[config.mk]
export PLATFORM = sky130hd
export DESIGN_NAME = instr_fetch_unit
export DESIGN_NICKNAME = d
export VERILOG_FILES = /design/src/rtl/if_pkg.sv /design/src/rtl/fetch_fifo.sv /design/src/rtl/instr_fetch_unit.sv
export SDC_FILE = /design/constraint.sdc
export NUM_CORES = 1
export LEC_CHECK = 0
export ABC_AREA = 1
export CELL_PAD_IN_SITES_DETAIL_PLACEMENT = 2
export CELL_PAD_IN_SITES_GLOBAL_PLACEMENT = 2
export CORE_ASPECT_RATIO = 1.4
export CORE_MARGIN = 3
export CORE_UTILIZATION = 30
export CTS_CLUSTER_DIAMETER = 100
export CTS_CLUSTER_SIZE = 30
export DETAILED_ROUTE_END_ITERATION = 10
export HOLD_SLACK_MARGIN = 0.05
export PLACE_DENSITY_LB_ADDON = 0.1
export SYNTH_ARGS = -nofsm -noshare
export SYNTH_HDL_FRONTEND = slang
export SYNTH_SLANG_ARGS = --single-unit
[constraint.sdc]
create_clock -name clk -period 1.86 [get_ports clk]
set_input_delay 0.186 -clock clk [delete_from_list [all_inputs] [get_ports clk]]
set_output_delay 0.186 -clock clk [all_outputs]
set_load 0.02 [all_outputs]
[src/rtl/if_pkg.sv]
// Shared types and constants for the instruction fetch unit.
//   fetch_state_e : fetch FSM encoding
//   fetch_entry_t : default {pc, instr} buffer entry (4-bit PC, 32-bit word)
//   sat_inc16     : saturating 16-bit increment for the performance counters
package if_pkg;

  localparam int          INSTR_BYTES = 4;
  localparam logic [31:0] HALT_WORD   = 32'h0;

  localparam int IF_ADDR_W = 4;
  localparam int IF_DATA_W = 32;

  typedef enum logic [1:0] {
    S_FETCH = 2'd0,
    S_FULL  = 2'd1,
    S_HALT  = 2'd2
  } fetch_state_e;

  typedef struct packed {
    logic [IF_ADDR_W-1:0] pc;
    logic [IF_DATA_W-1:0] instr;
  } fetch_entry_t;

  function automatic logic [15:0] sat_inc16(input logic [15:0] v);
    return (v == 16'hFFFF) ? v : v + 16'd1;
  endfunction

endpackage

[src/rtl/fetch_fifo.sv]
// Synchronous FIFO of fetch entries.
//   clk, rst_n : clock, async active-low reset (contents cleared too)
//   push, din  : write din at the tail (ignored when full unless popping)
//   pop        : drop the head (ignored when empty)
//   flush      : empty the FIFO; overrides push and pop
//   full, empty, count : occupancy
//   head       : entry at the head, valid when !empty
module fetch_fifo
  import if_pkg::*;
#(
  parameter type entry_t = fetch_entry_t,
  parameter int  DEPTH   = 2,
  localparam int CNT_W   = $clog2(DEPTH + 1)
) (
  input  logic             clk,
  input  logic             rst_n,
  input  logic             push,
  input  logic             pop,
  input  logic             flush,
  input  entry_t           din,
  output logic             full,
  output logic             empty,
  output logic [CNT_W-1:0] count,
  output entry_t           head
);

  localparam int PTR_W = (DEPTH > 1) ? $clog2(DEPTH) : 1;

  entry_t             mem [DEPTH];
  logic [PTR_W-1:0]   rd_ptr;
  logic [PTR_W-1:0]   wr_ptr;
  logic               do_push;
  logic               do_pop;

  function automatic logic [PTR_W-1:0] ptr_inc(input logic [PTR_W-1:0] p);
    return (p == PTR_W'(DEPTH - 1)) ? '0 : p + 1'b1;
  endfunction

  assign full    = (count == CNT_W'(DEPTH));
  assign empty   = (count == '0);
  assign do_pop  = pop && !empty;
  // When full, a same-cycle pop frees the slot the write lands in.
  assign do_push = push && (!full || do_pop);
  assign head    = mem[rd_ptr];

  always_ff @(posedge clk or negedge rst_n) begin
    if (!rst_n) begin
      rd_ptr <= '0;
      wr_ptr <= '0;
      count  <= '0;
      for (int i = 0; i < DEPTH; i++) begin
        mem[i] <= '0;
      end
    end else if (flush) begin
      rd_ptr <= '0;
      wr_ptr <= '0;
      count  <= '0;
    end else begin
      if (do_push) begin
        mem[wr_ptr] <= din;
        wr_ptr      <= ptr_inc(wr_ptr);
      end
      if (do_pop) begin
        rd_ptr <= ptr_inc(rd_ptr);
      end
      case ({do_push, do_pop})
        2'b10:   count <= count + 1'b1;
        2'b01:   count <= count - 1'b1;
        default: count <= count;
      endcase
    end
  end

endmodule

[src/rtl/instr_fetch_unit.sv]
// Instruction fetch unit: walks the combinational program ROM, buffers
// {pc, instr} words in a small FIFO and hands them to decode over a
// valid/ready handshake. Supports redirect with flush and stops on HALT_WORD.
//
// Ports:
//   clk, rst_n          : clock, async active-low reset
//   rom_addr_out        : ROM byte address (current pc)
//   rom_data_in         : ROM word, valid in the same cycle
//   if_valid/if_ready   : decode handshake on the FIFO head
//   if_pc, if_instr     : head entry; hold last shown value while empty
//   redirect_valid/_pc  : one-cycle branch/jump request (wins over push/pop)
//   halted              : fetch stopped on HALT_WORD
//   misalign_err        : one-cycle pulse after a redirect with pc[1:0] != 0
//   fetch_count         : pushes (saturating), FETCH_PERF_EN only, else 0
//   stall_count         : S_FULL cycles without pop, FETCH_PERF_EN only, else 0
//
// Build option: define FETCH_PERF_EN to include the two perf counters.
//
// state   | meaning
// --------+--------------------------------------------
// S_FETCH | fetching one word per cycle while room
// S_FULL  | FIFO full, waiting for decode to pop
// S_HALT  | HALT_WORD fetched, waiting for redirect
module instr_fetch_unit
  import if_pkg::*;
#(
  parameter int                ADDR_W     = 4,
  parameter int                DATA_W     = 32,
  parameter logic [ADDR_W-1:0] RESET_PC   = '0,
  parameter int                FIFO_DEPTH = 2
) (
  input  logic              clk,
  input  logic              rst_n,
  output logic [ADDR_W-1:0] rom_addr_out,
  input  logic [DATA_W-1:0] rom_data_in,
  output logic              if_valid,
  input  logic              if_ready,
  output logic [ADDR_W-1:0] if_pc,
  output logic [DATA_W-1:0] if_instr,
  input  logic              redirect_valid,
  input  logic [ADDR_W-1:0] redirect_pc,
  output logic              halted,
  output logic              misalign_err,
  output logic [15:0]       fetch_count,
  output logic [15:0]       stall_count
);

  localparam int CNT_W = $clog2(FIFO_DEPTH + 1);

  typedef struct packed {
    logic [ADDR_W-1:0] pc;
    logic [DATA_W-1:0] instr;
  } entry_t;

  fetch_state_e      state_q, state_d;
  logic [ADDR_W-1:0] pc_q, pc_d;
  logic              misalign_q;
  entry_t            last_q;

  logic              push, pop, flush;
  logic              full, empty;
  logic [CNT_W-1:0]  count;
  entry_t            head;
  entry_t            din;
  logic              pop_req;
  logic              can_push;
  logic              is_halt_word;

  assign din          = '{pc: pc_q, instr: rom_data_in};
  assign pop_req      = !empty && if_ready;
  assign is_halt_word = (rom_data_in == DATA_W'(HALT_WORD));

  // A pop frees a slot in the same edge, so a full FIFO can still accept.
  assign can_push = ((state_q == S_FETCH) && (!full || pop_req)) ||
                    ((state_q == S_FULL) && pop_req);

  fetch_fifo #(
    .entry_t (entry_t),
    .DEPTH   (FIFO_DEPTH)
  ) u_fifo (
    .clk   (clk),
    .rst_n (rst_n),
    .push  (push),
    .pop   (pop),
    .flush (flush),
    .din   (din),
    .full  (full),
    .empty (empty),
    .count (count),
    .head  (head)
  );

  always_comb begin
    state_d = state_q;
    pc_d    = pc_q;
    push    = 1'b0;
    pop     = 1'b0;
    flush   = 1'b0;
    if (redirect_valid) begin
      flush   = 1'b1;
      pc_d    = {redirect_pc[ADDR_W-1:2], 2'b00};
      state_d = S_FETCH;
    end else begin
      pop = pop_req;
      if (can_push) begin
        push = 1'b1;
        if (is_halt_word) begin
          // The halt word still goes to decode; pc stays on it.
          state_d = S_HALT;
        end else begin
          pc_d = pc_q + ADDR_W'(INSTR_BYTES);
          if (!pop_req && (count == CNT_W'(FIFO_DEPTH - 1))) begin
            state_d = S_FULL;
          end else begin
            state_d = S_FETCH;
          end
        end
      end else if ((state_q == S_FETCH) && full && !pop_req) begin
        state_d = S_FULL;
      end
    end
  end

  always_ff @(posedge clk or negedge rst_n) begin
    if (!rst_n) begin
      state_q    <= S_FETCH;
      pc_q       <= RESET_PC;
      misalign_q <= 1'b0;
      last_q     <= '0;
    end else begin
      state_q    <= state_d;
      pc_q       <= pc_d;
      misalign_q <= redirect_valid && (redirect_pc[1:0] != 2'b00);
      // Remember what was shown so an empty FIFO keeps presenting it.
      last_q     <= '{pc: if_pc, instr: if_instr};
    end
  end

  assign rom_addr_out = pc_q;
  assign if_valid     = !empty;
  assign if_pc        = empty ? last_q.pc    : head.pc;
  assign if_instr     = empty ? last_q.instr : head.instr;
  assign halted       = (state_q == S_HALT);
  assign misalign_err = misalign_q;

`ifdef FETCH_PERF_EN
  logic [15:0] fetch_cnt_q;
  logic [15:0] stall_cnt_q;

  always_ff @(posedge clk or negedge rst_n) begin
    if (!rst_n) begin
      fetch_cnt_q <= '0;
      stall_cnt_q <= '0;
    end else begin
      if (push) begin
        fetch_cnt_q <= sat_inc16(fetch_cnt_q);
      end
      if ((state_q == S_FULL) && !pop) begin
        stall_cnt_q <= sat_inc16(stall_cnt_q);
      end
    end
  end

  assign fetch_count = fetch_cnt_q;
  assign stall_count = stall_cnt_q;
`else
  assign fetch_count = '0;
  assign stall_count = '0;
`endif

endmodule

Word level (Yosys, flattened, before mapping)
Index checks and enable logic that the tools add are counted.
- input port bits: 40
- logic and storage cells: 85
- flip-flop bits (word level): 119
- equality and inequality tests: 7
- reductions and logical operators: 27
- order comparisons: 3
- add/sub/neg operators: 5
- multiplexer cells: 28
- bitwise logic cells: 3
- operators by type and width (cell ; count):
    $mux 36 ; 4
    $bwmux 72 ; 1
    $demux 36 s1 ; 1
    $logic_not 32->1 ; 1
    $mux 32 ; 1
    $mux 4 ; 4
    $mux 1 ; 11
    $logic_and 1x1->1 ; 10
    $mux 2 ; 5
    $reduce_bool 2->1 ; 4
    $eq 2x1->1 const B ; 3
    $eq 2x2->1 const B ; 3
    $reduce_bool 3->1 ; 2
    $add 4x3->4 const B ; 1
    $ge 2x2->1 const B ; 2
    $logic_not 2->1 ; 2
    $not 1->2 ; 2
    $pmux 2 s2 ; 1
    $reduce_and 2->1 ; 2
    $logic_not 1->1 ; 3
    $logic_or 1x1->1 ; 3
    $add 1x1->1 const B ; 2
    $add 2x1->2 const B ; 1
    $lt 2x1->1 const B ; 1
    other kinds (3) ; 3

Longest topological paths before layout
Gate-level depths: netlist of run 1.
- depth after elaboration: 12
- gate-level depth with buffers: 13

By module
A second synthesis of run 1 with hierarchy kept.
- cells, all modules: 677
- area total of the unflattened synthesis: 5677.9 um^2
- modules (own cells, without submodules) (module ; times used ; area an instance (um^2) ; cells each ; sequential area each (um^2)):
    fetch_fifo ; 1 ; 3597.2 ; 421 ; 1901.8
    instr_fetch_unit ; 1 ; 2080.7 ; 256 ; 1026.0

Least setup slack after synthesis of run 1
No wires, ideal clock.
- path kind: register -> output
- start point: register u_fifo.count[0]
- end point: output port if_instr[22]
- path buffers: 2
- stages on the path, launching flop included: 8
- slack: -0.010 ns
- arrival: 1.684 ns
- cell sequence: dfrtp_1 > inv_1 > ha_1 > buf_6 > inv_6 > clkbuf_1 > nor2_1 > a21oi_1
- longest elaborated chain between the ends: 2
- ends and longest elaborated chain (what ; line ; RTL):
    from (decl) ; fetch_fifo.sv:23 ; output logic [CNT_W-1:0] count,
    from (signal assigned) ; fetch_fifo.sv:67 ; 2'b10: count <= count + 1'b1;
    from (signal assigned) ; fetch_fifo.sv:68 ; 2'b01: count <= count - 1'b1;
    from (signal assigned) ; fetch_fifo.sv:69 ; default: count <= count;
    $logic_not 2->1 ; fetch_fifo.sv:40 ; assign empty = (count == '0);
    $mux 32 ; instr_fetch_unit.sv:142 ; assign if_instr = empty ? last_q.instr : head.instr;
    to (decl) ; instr_fetch_unit.sv:39 ; output logic [DATA_W-1:0] if_instr,
Every way passes these cells.

Worst setup path in the final report of run 1
- start point: register u_fifo.count[0]
- end point: output port if_instr[6]
The elaborated chain is that of the path after synthesis.

==> impl_metrics.py, run 1 <==
metrics = {
    "setup_path": {
        "worstReg2RegEnd": "u_fifo.mem[54]",
        "worst-r2r-cell-count": 13,
        "worst_setup_path_end_kind": "output pin",
        "kind_of_start_point_of_the_critical_path": "flop",
        "worst-endpoint-required_ns": 1.67,
        "worstPathArrival_ns": 1.76,
        "crit-reg2reg-launch": "u_fifo.count[0]",
        "path_max_fanout": 16,
        "regToRegSetupSlack_ns": -0.08,
        "path_class": "flop to output pin",
    },
    "timing": {
        "timing.fmax_ghz": 0.514,
        "final_hold_violation_count": 0,
        "fin_worst_skew_ns": 0.0108,
        "final_max_slew_viols": 0,
        "fin_crit_ns": 1.94,
        "post-route-worst-setup-slack_ns": -0.0843,
        "setup_violations": 79,
        "final.hold.worst_slack_ns": 0.216,
        "fin_crit_sh_pct": 105,
        "rsz_0062_raised_after_global_routing": "true",
    },
    "synth": {
        "synthesis.area_um2": 5050,
        "synth.distinct_cells": 23,
        "synthesis.yosys.warnings": 0,
        "synth-seq-cells": 113,
        "synth_area_per_cell_um2": 8.79,
        "instance_count_of_the_mapped_netlist": 575,
        "synth_sequential_area_ratio_pct": 55.9,
    },
    "final_layout": {
        "layout.filler_cells": 1705,
        "area_of_the_multi_input_gates_um2": 2380,
        "ff_latch_area_um2": 2830,
        "area.growth.synth_to_final_pct": 55.7,
        "layout-drive-gt1-share_pct": 41.8,
        "diodes_inserted": 0,
        "stdcell_count": 917,
        "finish.net_count": 748,
    },
    "detailed_routing": {
        "drt-initial-drc-count": 115,
        "number_of_vias_after_detailed_routing": 4407,
        "drc": 0,
        "detail_route.vias_per_cell": 4.81,
        "wl_per_cell_um": 19.4,
        "ant_nets": 0,
        "detail_route.wirelength_um": 17800,
        "dr.pass1.iters": 4,
    },
    "die": {
        "placement_rows": 55,
        "ios": 115,
        "floorplan.die.height_um": 160,
        "die-width_um": 116,
        "core_area_um2": 16400,
        "floorplan.initialDensity_pct": 30.9,
        "die_area_um2": 18500,
    },
    "power": {
        "cellLeakagePower_uw": 0.00367,
        "power_density_nw_per_um2": 2180,
        "swShare_pct": 40.5,
        "pwr-share-clk_pct": 21.3,
        "seq_power_share_pct": 26.2,
        "power.internal_uw": 10200,
        "ir_worst_vdd_mv": 0.781,
        "comb_power_share_pct": 52.4,
        "switchingPower_uw": 6960,
    },
    "job": {
        "cap_violations": 0,
    },
    "global_route": {
        "gr-total-overflow": 0,
        "grt_pass1_vias": 5017,
        "first_pass_grt_wire_length_um": 26500,
        "grt_start_max_net_pins": 54,
        "gr-usage-all-layers_pct": 18.6,
        "initial_antenna_violation_count": 0,
    },
    "placed_design": {
        "dpl_worst_slack_ns": -0.277,
        "finalWeightedCongestion": 0.747,
        "place_hpwl_um": 10600,
        "place.detailed.instances": 855,
        "numPortBuffers": 80,
    },
    "clocking": {
        "clock_path_buffers": 2,
        "number_of_h_tree_levels": 4,
        "cts_sinks": 113,
        "cts.clk_slew.worst_paths_ns": 0.06,
        "insertion_delay_ns": 0.43,
        "cts_made_buffers": 17,
        "cts_tree": "done",
        "clock_tree.root_cell": "sky130_fd_sc_hd__clkbuf_16",
    },
    "run_status": {
        "failing_checks": "negative setup slack",
        "outcome": "complete, but fails checks",
    },
    "min_path": {
        "hold_path_class": "input pin to async pin",
    },
}
==> layer usage <==
metal / part of all wire, % / up-vias / GRT usage [%]
li1: - / 2038 / -
met1: 39 / 2254 / 21.0
met2: 56 / 90 / 33.6
met3: 3.1 / 25 / 4.56
met4: 1.8 / 0 / 6.33
met5: 0 / - / 0
==> logic make-up after synthesis <==
family	Yosys count	share of synthesized area [%]
simple gates	200	15.9
compound gates	147	15.3
flops	113	55.9
buf+inv	110	11.9
fa+ha+maj	3	0.743
xor+xnor	1	0.173
other cells	1	0.0742
==> area by class of cell <==
cell class / instances / area share (%)
clock buffers: 22 / 6.02
clock inverters: 10 / 2.27
inverters: 46 / 2.26
multi-input cells: 385 / 30.2
flip-flops and latches: 113 / 35.9
well taps: 199 / 3.16
repair buffers: 142 / 20.2
==> synthesized netlist by cell type, drive strengths merged <==
cell type / number / area [um^2]
nand2: 129 / 507
xnor2: 1 / 8.76
clkbuf: 17 / 63.8
o211ai: 1 / 7.51
clkinv: 1 / 3.75
buf: 47 / 358
nand3: 9 / 45.0
o21ai: 77 / 419
a21oi: 69 / 345
conb: 1 / 3.75
inv: 45 / 174
nand4: 2 / 12.5
nor2: 60 / 241
dfrtp: 113 / 2830
ha: 3 / 37.5
==> critical path, stage by stage, from the launching register on <==
cell and delay (ns):
sky130_fd_sc_hd__dfrtp_1 0.36, sky130_fd_sc_hd__inv_2 0.06, sky130_fd_sc_hd__ha_4 0.20, sky130_fd_sc_hd__inv_6 0.09, sky130_fd_sc_hd__buf_12 0.18, sky130_fd_sc_hd__nor2_1 0.08, sky130_fd_sc_hd__a21oi_2 0.18, sky130_fd_sc_hd__buf_4 0.18
==> cells in the final DEF, fill, tap and decap left out, drive strengths merged <==
cell type	netlist	routed
nand4	2	2
conb	1	34
dfrtp	113	113
bufinv	0	5
clkdlybuf4s50	0	41
nor2	60	60
a21oi	69	69
clkinv	1	5
clkdlybuf4s15	0	1
buf	47	92
inv	45	46
nand3	9	9
xnor2	1	1
ha	3	3
o21ai	77	77
o211ai	1	1
dlygate4sd3	0	1
nand2	129	129
dlygate4sd2	0	1
clkbuf	17	28
==> what timing repair did <==
action / CTS / global route
buffers inserted: 10 / 11
cloned: 2 / 6
pin swaps: 12 / 13
resized for setup: 275 / 156
hold buffers: 1 / 0
endpoints found under the setup margin: 111 / 110
hold endpoints to repair: 60 / 0
==> power by group through the flow <==
stage / logic [uW] / registers, uW / clock network, uW
floorplan: 3680 / 4080 / 0
CTS: 7650 / 4320 / 3690
global placement: 6480 / 4190 / 0
global route: 9740 / 4650 / 3830
finish: 9000 / 4500 / 3660
detailed placement: 6660 / 4240 / 0
==> how the worst max path moves through the flow <==
stage,slack (ns),to,from,cells past startpoint
2_1_floorplan,0.14,if_instr[10],u_fifo.count[0],7
3_3_place_gp,-0.23,if_instr[1],u_fifo.count[0],6
3_5_place_dp,-0.28,if_instr[1],u_fifo.count[1],6
4_1_cts,-0.08,if_pc[3],u_fifo.count[1],8
5_1_grt,-0.18,u_fifo.mem[54],u_fifo.count[1],12
6_report,-0.08,if_instr[6],u_fifo.count[0],7
==> state kept, by name, indices dropped and copies added (netlist names) <==
register and cells:
misalign_err 1, state_q 2, u_fifo.count 2, last_q 36
u_fifo.wr_ptr 1, rom_addr_out 2, u_fifo.rd_ptr 1, u_fifo.mem 68
==> through the flow <==
step / total power [uW] / area, um^2 / setup TNS (ns) / utilization (%)
2_1_floorplan: 7760 / 5180 / 0 / -
3_3_place_gp: 10700 / 6180 / -12.31 / 37.8
3_5_place_dp: 10900 / 6180 / -16.10 / 37.8
4_1_cts: 15700 / 7220 / -3.98 / 44.1
5_1_grt: 18200 / 7870 / -11.75 / 48.1
6_report: 17200 / 7870 / -2.17 / 48.1
No activity file was read; power rests on OpenSTA's default activity.
==> run 2, diff against run 1 <==
--- a/config.mk
+++ b/config.mk
@@ -18,4 +18,5 @@
 export PLACE_DENSITY_LB_ADDON = 0.1
 export SYNTH_ARGS = -nofsm -noshare
 export SYNTH_HDL_FRONTEND = slang
+export SYNTH_HIERARCHICAL = 1
 export SYNTH_SLANG_ARGS = --single-unit
==> constraint.sdc (replaced) <==
create_clock -name clk -period 1.86 [get_ports clk]
set_input_delay 0.372 -clock clk [delete_from_list [all_inputs] [get_ports clk]]
set_output_delay 0.372 -clock clk [all_outputs]
set_load 0.02 [all_outputs]
==> run 2 against run 1 <==
Effect of this change: the run still ends with negative setup slack left; maximum frequency down 8.3%; design area up 23%; register-to-register slack worse by 0.17 ns; sequential share of layout area down 5.7 points; non-clock buffer count up 49; hold slack better by 0.24 ns; worst setup slack worse by 0.18 ns; synthesized cell count up 18%; global-route usage up 3.5 points; via count up 23%; first-iteration DRC count up 130%; count of clock-buffer cells in the layout down 4.
==> impl_metrics.py, run 2 <==
metrics = {
    "synth": {
        "number_of_flops_mapped_to_enable_cells_by_yosys": 0,
        "synth_area_per_cell_um2": 8.39,
        "synth_most_common_cell": "sky130_fd_sc_hd__nand2_1",
        "instance_count_of_the_mapped_netlist": 677,
        "synth_flop_cell": "sky130_fd_sc_hd__dfrtp_1",
        "synth_sequential_area_ratio_pct": 51.6,
        "synthesis.area_um2": 5680,
        "synth.distinct_cells": 30,
        "synth_async_reset_ratio_pct": 100,
        "top_cell_type_by_total_area_after_synthesis": "sky130_fd_sc_hd__dfrtp_1",
        "synth-seq-cells": 117,
        "ys_top_cells_by_area": "sky130_fd_sc_hd__dfrtp_1, sky130_fd_sc_hd__nand2_1, sky130_fd_sc_hd__o21ai_2, sky130_fd_sc_hd__buf_4, sky130_fd_sc_hd__o21ai_1",
        "synthesis.yosys.warnings": 6,
        "synth.top_cells.by_count": "sky130_fd_sc_hd__nand2_1, sky130_fd_sc_hd__dfrtp_1, sky130_fd_sc_hd__inv_1",
        "synth_top_area_share_pct": 51.6,
    },
    "detailed_routing": {
        "dr.pass1.iters": 4,
        "detail_route.vias_per_cell": 4.90,
        "drc": 0,
        "drt-initial-drc-count": 262,
        "wl_per_cell_um": 26.9,
        "detail_route.wirelength_um": 29900,
        "number_of_vias_after_detailed_routing": 5442,
        "ant_nets": 0,
    },
    "final_layout": {
        "layout-drive-gt1-share_pct": 53.4,
        "finish.net_count": 897,
        "diodes_inserted": 0,
        "layout_commonest_cell": "sky130_fd_sc_hd__nand2_1",
        "area.growth.synth_to_final_pct": 70.7,
        "flip_flop_count_of_the_largest_register_all_copies_and_words_added": 72,
        "stdcell_count": 1110,
        "layout.filler_cells": 1917,
        "largest_register": "u_fifo/mem",
        "stdcell_area_um2": 9690,
        "largest_registers": "u_fifo/mem: 72 flops, last_q: 36 flops",
        "mostFrequentLayoutCells": "sky130_fd_sc_hd__nand2_1, sky130_fd_sc_hd__dfrtp_1, sky130_fd_sc_hd__nand2_2",
    },
    "power": {
        "power.total_uw": 18700,
        "cellLeakagePower_uw": 0.00479,
        "ir_worst_vdd_mv": 1.00,
        "power_density_nw_per_um2": 1930,
    },
    "clocking": {
        "cts_made_buffers": 17,
        "number_of_h_tree_levels": 4,
        "cts_sinks": 117,
        "clock_path_buffers": 2,
        "cts.clk_slew.worst_paths_ns": 0.06,
        "clock_tree.root_cell": "sky130_fd_sc_hd__clkbuf_16",
        "cts_tree": "done",
        "insertion_delay_ns": 0.44,
    },
    "global_route": {
        "initial_antenna_violation_count": 0,
        "grt_pass1_vias": 6048,
        "gr-usage-all-layers_pct": 22.1,
        "gr-total-overflow": 0,
        "grt_start_max_net_pins": 39,
        "first_pass_grt_wire_length_um": 34100,
    },
    "min_path": {
        "hold_path_class": "input pin to async pin",
    },
    "setup_path": {
        "worst-endpoint-required_ns": 1.49,
        "kind_of_start_point_of_the_critical_path": "flop",
        "worst-r2r-cell-count": 15,
        "worst_setup_path_end_kind": "output pin",
        "worstReg2RegEnd": "u_fifo/mem[59]",
        "path_class": "flop to output pin",
        "path_max_fanout": 12,
        "regToRegSetupSlack_ns": -0.25,
        "worstPathArrival_ns": 1.75,
        "crit-reg2reg-launch": "u_fifo/count[1]",
    },
    "timing": {
        "timing.fmax_ghz": 0.472,
        "rsz_0062_raised_after_global_routing": "true",
        "fin_crit_ns": 2.12,
        "fin_crit_sh_pct": 114,
        "final_max_slew_viols": 0,
        "fin_worst_skew_ns": 0.0181,
        "post-route-worst-setup-slack_ns": -0.260,
        "final.hold.worst_slack_ns": 0.454,
        "tns_ns": -19.09,
        "final_hold_violation_count": 0,
        "setup_violations": 112,
    },
    "run_status": {
        "outcome": "complete, but fails checks",
        "failing_checks": "negative setup slack",
    },
    "job": {
        "cap_violations": 0,
    },
    "placed_design": {
        "post_dp_cell_area_um2": 6870,
        "place_hpwl_um": 12300,
        "place.detailed.instances": 1011,
        "numPortBuffers": 80,
        "finalWeightedCongestion": 0.747,
    },
    "die": {
        "floorplan.initialDensity_pct": 31.0,
        "ios": 115,
        "die-width_um": 122,
        "die_area_um2": 20600,
        "core_area_um2": 18300,
        "placement_rows": 58,
        "floorplan.die.height_um": 169,
    },
}
run 2: cell count changes after synthesis, moves of 4 or more:
cell                       previous run  this run
sky130_fd_sc_hd__o21ai_2              9        37
sky130_fd_sc_hd__buf_4               34        38
sky130_fd_sc_hd__clkbuf_1            17         6
sky130_fd_sc_hd__o21ai_1             31        36
sky130_fd_sc_hd__o21ai_0             37         4
sky130_fd_sc_hd__a21oi_1             69         1
sky130_fd_sc_hd__nand2_1            124       311
sky130_fd_sc_hd__nor2_1              59        25
sky130_fd_sc_hd__buf_6                6        15
sky130_fd_sc_hd__dfrtp_1            113       117
run 2: final cells by class:
type	instances	area [um^2]	share of cell area (%)
multi-input combinational	481	3220	33.2
sequential	117	2930	30.2
timing repair buffer	191	2470	25.5
clock buffer	18	429	4.43
tap	240	300	3.10
inverter	49	211	2.18
clock inverter	14	136	1.41
run 2: per-layer routing:
layer / wire length [um] / up-vias / GRT usage, %
met5: 0 / - / 0
met4: 1420 / 0 / 9.21
met3: 1010 / 75 / 3.58
met2: 16100 / 171 / 41.7
met1: 11300 / 2807 / 24.0
li1: - / 2389 / -
run 2: worst max-delay path: stages, from the launching register on:
cell                       delay, ns
sky130_fd_sc_hd__dfrtp_1        0.40
sky130_fd_sc_hd__inv_2          0.11
sky130_fd_sc_hd__nand2_4        0.08
sky130_fd_sc_hd__inv_8          0.09
sky130_fd_sc_hd__clkinv_8       0.07
sky130_fd_sc_hd__buf_12         0.13
sky130_fd_sc_hd__buf_12         0.15
sky130_fd_sc_hd__nand2_1        0.09
sky130_fd_sc_hd__nand2_2        0.07
sky130_fd_sc_hd__buf_6          0.13
run 2: what timing repair did:
action / 4_1_cts / 5_1_grt
setup endpoints to repair: 114 / 113
hold buffers: 1 / 0
setup buffers: 16 / 26
endpoints found under the hold margin: 26 / 0
gates cloned: 11 / 19
resized for setup: 322 / 248
pin swaps: 25 / 38
run 2: cells by family (layout without fill, tap and decap cells):
family / Yosys count / in the layout / share of synthesized area (%)
and+or+nand+nor: 362 / 362 / 25.9
other: 1 / 36 / 0.0660
DFF: 117 / 117 / 51.6
buffers and inverters: 114 / 272 / 12.2
AOI/OAI and AO/OA: 82 / 82 / 10.1
xor gates and xnor gates: 1 / 1 / 0.154
run 2: metrics by stage:
step	util, %	setup WS (ns)
5_1_grt	53.0	-0.351
6_report	53.0	-0.260
3_5_place_dp	37.6	-0.304
4_1_cts	44.9	-0.136
3_3_place_gp	37.6	-0.201
2_1_floorplan	-	0.00429
run 2: power by group:
group / switching [uW] / internal (uW)
logic: 5680 / 4930
clock network: 1350 / 1960
registers: 1110 / 3650
run 2: how the worst max path moves through the flow:
stage	from	endpoint	slack (ns)
finish	u_fifo/count[1]	if_instr[10]	-0.26
detailed placement	u_fifo/count[0]	if_instr[19]	-0.30
CTS	u_fifo/rd_ptr	if_instr[16]	-0.14
global route	u_fifo/count[1]	u_fifo/mem[59]	-0.35
floorplan	u_fifo/count[0]	u_fifo/mem[20]	0.004
global placement	u_fifo/count[0]	if_instr[17]	-0.20
